## src/rtl/spi_slave_rx.sv

```systemverilog
// spi_slave_rx: samples ss/mosi on the system clock, deserialises MSB-first words into a one-word valid/ready holding register.
module spi_slave_rx #(
  parameter int WIDTH = 4,
  parameter int CNT_W = 5
) (
  input  logic             clk,
  input  logic             rst,
  input  logic             ss,
  input  logic             mosi,
  input  logic             rx_ready,
  input  logic             ovr_clr,
  output logic [WIDTH-1:0] rx_data,
  output logic             rx_valid,
  output logic             short_err,
  output logic             overrun,
  output logic             busy
);
  typedef enum logic {WAIT, SHIFT} state_t;
  state_t state, state_n;
  logic ss_q;
  logic [WIDTH-1:0] shreg;
  logic [CNT_W-1:0] bit_cnt, bit_cnt_n;
  logic frame_end, full, good, load;
  always_comb begin
    frame_end = state == SHIFT && !ss_q && ss;
    full = bit_cnt >= CNT_W'(WIDTH);
    good = frame_end && full;
    load = good && (!rx_valid || rx_ready);
    state_n = state == WAIT ? (ss ? WAIT : SHIFT) : (frame_end ? WAIT : SHIFT);
    bit_cnt_n = frame_end ? '0 : ss ? bit_cnt : state == WAIT ? CNT_W'(1) : full ? bit_cnt : bit_cnt + 1'b1;
  end
  always_ff @(posedge clk) begin
    if (rst) begin
      state <= WAIT;
      ss_q <= 1'b1;
      shreg <= '0;
      bit_cnt <= '0;
      rx_data <= '0;
      rx_valid <= 1'b0;
      short_err <= 1'b0;
      overrun <= 1'b0;
    end else begin
      state <= state_n;
      ss_q <= ss;
      bit_cnt <= bit_cnt_n;
      if (!ss) shreg <= {shreg[WIDTH-2:0], mosi};
      if (load) rx_data <= shreg;
      rx_valid <= load || (rx_valid && !rx_ready);
      short_err <= frame_end && !full;
      overrun <= (good && rx_valid && !rx_ready) || (overrun && !ovr_clr);
    end
  end
  assign busy = state == SHIFT;
endmodule

```

## config.mk

```make
export PLATFORM = sky130hd
export DESIGN_NAME = spi_slave_rx
export DESIGN_NICKNAME = d
export VERILOG_FILES = /design/src/rtl/spi_slave_rx.sv
export SDC_FILE = /design/constraint.sdc
export NUM_CORES = 1
export LEC_CHECK = 0
export ABC_AREA = 1
export CORE_MARGIN = 1
export CORE_UTILIZATION = 40
export DETAILED_ROUTE_END_ITERATION = 7
export GPL_ROUTABILITY_DRIVEN = 0
export GPL_TIMING_DRIVEN = 1
export SLEW_MARGIN = 25
export SYNTH_ARGS = -nofsm -noshare
export SYNTH_HDL_FRONTEND = slang
export SYNTH_SLANG_ARGS = --single-unit
```

## constraint.sdc

```tcl
create_clock -name clk -period 1.8 [get_ports clk]
set_input_delay 0.36 -clock clk [delete_from_list [all_inputs] [get_ports clk]]
set_output_delay 0.36 -clock clk [all_outputs]
set_load 0.005 [all_outputs]
```

* After elaboration in Yosys (flattened, before gate mapping)
Cells that the tools add are included.
** Storage, ports and cells
- Register bits after elaboration :: 18
- Bits in latches :: 0
- Bits in writable memories :: 0
- Bits in read-only memories :: 0
- Bits of input ports :: 6
- Output and inout port bits :: 8
- Memories kept :: 0
** Operators by class
- Add/subtract/negate cells :: 1
- Multipliers :: 0
- Div/mod/pow operators :: 0
- Magnitude comparators :: 1
- Equal/unequal tests :: 1
- Shift-type cells :: 0
- Mux-type cells :: 5
- Bitwise operators :: 1
- Reductions and logical operators :: 19
** Operator list (number)
- 2-to-1 mux 5 bit :: 2
- logical AND 1 bit :: 9
- adder 5 x 1 -> 5 bit (second input constant) :: 1
- greater-or-equal comparator 5 x 3 -> 1 bit (second input constant) :: 1
- logical NOT 1 bit :: 5
- logical OR 1 bit :: 3
- 2-to-1 mux 1 bit :: 3
- inequality test 2 bit (second input constant) :: 1
- AND reduction 2 bit :: 1
- OR reduction 2 bit :: 1
- inverter 1 bit :: 1

* Longest topological paths before layout
- Word-level depth :: 7
- Depth in mapped cells :: 7
- Depth with buffers taken out :: 6

* Least setup slack after synthesis
No wires, ideal clock.
- Path kind :: register to register
- From :: reg state (netlist: busy)
- To :: reg rx_data[0]
- Arrival :: 924 ps
- Setup slack :: 812 ps
- Cell stages (with the launch flop) :: 7
- Path buffers :: 0
- Period minus slack after synthesis :: 988 ps
- Path through :: dfxtp_1 -> nand2_1 -> nor2_4 -> nand3_2 -> nand2_1 -> inv_1 -> nor2_1
** Between the ends
- Cells in the longest elaborated chain, start to end :: 4
** RTL lines
- start, declared :: RTL line 19 : state_t state, state_n;
- start signal, assigned :: RTL line 43 : state <= state_n;
- logical AND 1 bit (2 in series) :: RTL line 25 : frame_end = state == SHIFT && !ss_q && ss;
- logical AND 1 bit :: RTL line 27 : good = frame_end && full;
- logical AND 1 bit :: RTL line 28 : load = good && (!rx_valid || rx_ready);
- end signal, assigned :: RTL line 47 : if (load) rx_data <= shreg;
- end, declared :: RTL line 12 : output logic [WIDTH-1:0] rx_data,
Every way passes these cells.
A chain may end at the register's enable or synchronous reset.

* Final worst setup path
- From :: reg state (netlist: busy)
- To :: out busy
** RTL lines
- end, declared :: RTL line 16 : output logic busy
No word-level cell between the ends.

==> metrics.yaml <==
dp_hpwl_um: 962
irDropWorstVdd_mv: 0.464
grt-ovfl-total: 0
insertion_delay_ns: 0.28
min_path_type: "reg -> reg"
outcome: "finished clean"
cts_root_buf: "clkbuf_4"
powerDensity_nw_per_um2: 724
grt_usage: 0.138
finalCritPeriodShare: 0.878
synth-simple-area-share: 0.267
h-tree-depth: 1
cp.arrival_ns: 1.22
clock_path_buffers: 2
fin_skew_ns: 0.000733
grt_max_degree: 11
dr.pass1.iters: 3
yosys-top-cells-area: "dfxtp_1 (48%), inv_1 (11%), nand2_1 (11%)"
cp_top_family: "buffers and inverters"
post_cts_buffers: 0
worst_pin_slew_ns: 0.267
syn-mean-instance-area_um2: 7.32
path_max_fanout: 6
ioPinCount: 14
synth_compound_area_frac: 0.0862
synth_seq_cells: 18
hold_violations: 0
yosysTopAreaCell: "dfxtp_1"
design_area_um2: 937
synth_warnings: 0
worstPathCellList: "clkdlybuf4s50_1"
n_antenna_cell: 0
crit_buf_inv: 1
slew_viol_final: 0
die_w_um: 45.4
critPathMaxStageDelay_ns: 0.53
synth.net_count: 111
synth-adder-area-share: 0.0332
tns_ns: 0
ys_types: 15
cts.sinks: 18
fp.coreArea_um2: 1750
grt_pass1_vias: 514
p_total_mw: 0.679
numPortBuffers: 13
path_clk_slew_ns: 0.09
numCtsBuffers: 3
slew_headroom: 0.821
viasPerCell: 4.30
synth_xor_area_frac: 0
drv_cap: 0
critPathCaptureType: "output port"
rows: 15
routed_wl_um: 1250
dr_total_vias: 619
layout_setup_ws_ns: 0.219
ant_nets: 0
drt_iter0_markers: 9
rsz0062_at_grt: "no"
die_h_um: 45.4
post-place-ws_ns: 0.197
start_util: 0.432
synth_top_family_by_area: "simple AND/OR/NAND/NOR gates"
syn_to_final_growth_pct: 24.2
syn-cell-area_um2: 754
timing.fmax_ghz: 0.633
wl_per_cell_um: 8.69
drive_above_1_share: 0.0588
grt_pass1_wl_um: 2010
setup-violations-final: 0
ctsHoldBuffers: 0
critPathSlowestCell: "clkdlybuf4s50_1"
grt_antenna_before_repair: 0
critPathLaunchType: "register"
cts_resized: 0
fin_crit_ns: 1.58
synth_cells: 103
netlist.area_leader.share: 0.478
dieArea_um2: 2060
ys_seq_area_frac: 0.478
whs_ns: 0.443
muxShareOfSynthArea: 0
layout_common_cells: "inv_1 (23), nand2_1 (23), dfxtp_1 (18)"
required_ns: 1.44
fin_nets: 129
p_leak_nw: 0.419
dpl_cell_area_um2: 915
path_class: "reg -> out"
drc: 0
cts_tree: "done"
## area by class of cell
class                           instances  area (um^2)
Multi-Input combinational cell         60          292
Fill cell                             186          808
Timing Repair Buffer                   15          145
Tap cell                               25         31.3
Clock buffer                            3         22.5
Sequential cell                        18          360
Inverter                               23         86.3
## worst paths after layout
check | from | to | slack, ns | cells after the start
setup / recovery | busy | busy | 0.22 | 1
hold / removal | bit_cnt[4] | bit_cnt[4] | 0.44 | 2
setup reg to reg | busy | rx_data[0] | 0.70 | 6
hold reg to reg | bit_cnt[4] | bit_cnt[4] | 0.44 | 2
## tightest hold or removal path, cell delays in order, from the launching register on
cell and delay, ns:
dfxtp_1 0.32, nand2_1 0.06, nor2_1 0.03
## state kept, by name (all words and copies together), names as in the netlist
name       count
rx_valid       1
overrun        1
rx_data        4
busy           1
short_err      1
shreg          4
ss_q           1
bit_cnt        5
## report_power, final
part	leakage, nW	switching, mW	total, mW	internal (mW)
logic	0.258	0.0359	0.0673	0.0314
registers	0.147	0.0103	0.423	0.412
clock network	0.0138	0.111	0.189	0.0776
## metrics by stage
stage                     instances  utilization
after detailed placement        141        0.524
after floorplan                 103            -
after global placement          141        0.524
final                           144        0.537
after global routing            144        0.537
after CTS                       144        0.537
## cell usage after synthesis
master     n
a21oi_1    8
buf_2      1
buf_6      1
dfxtp_1   18
ha_1       2
inv_1     23
nand2_1   23
nand3_1    3
nand3_2    1
nand3b_1   1
nand4_1    4
nor2_1    11
nor2_4     1
nor3_1     1
o21ai_0    5
## metal layers
metal | global-route usage | routed length, um | up-vias
li1 | - | - | 344
met1 | 0.185 | 613 | 266
met2 | 0.194 | 587 | 7
met3 | 0.0238 | 37 | 2
met4 | 0.109 | 12 | 0
met5 | 0 | 0 | -
## kinds of logic (layout without fill, tap and decap cells)
logic type,after synthesis,in the layout
AOI/OAI and AO/OA,13,13
adders and majority gates,2,2
buffers and inverters,25,41
DFF,18,18
and+or+nand+nor,45,45
(Power assumes the default switching activity.)
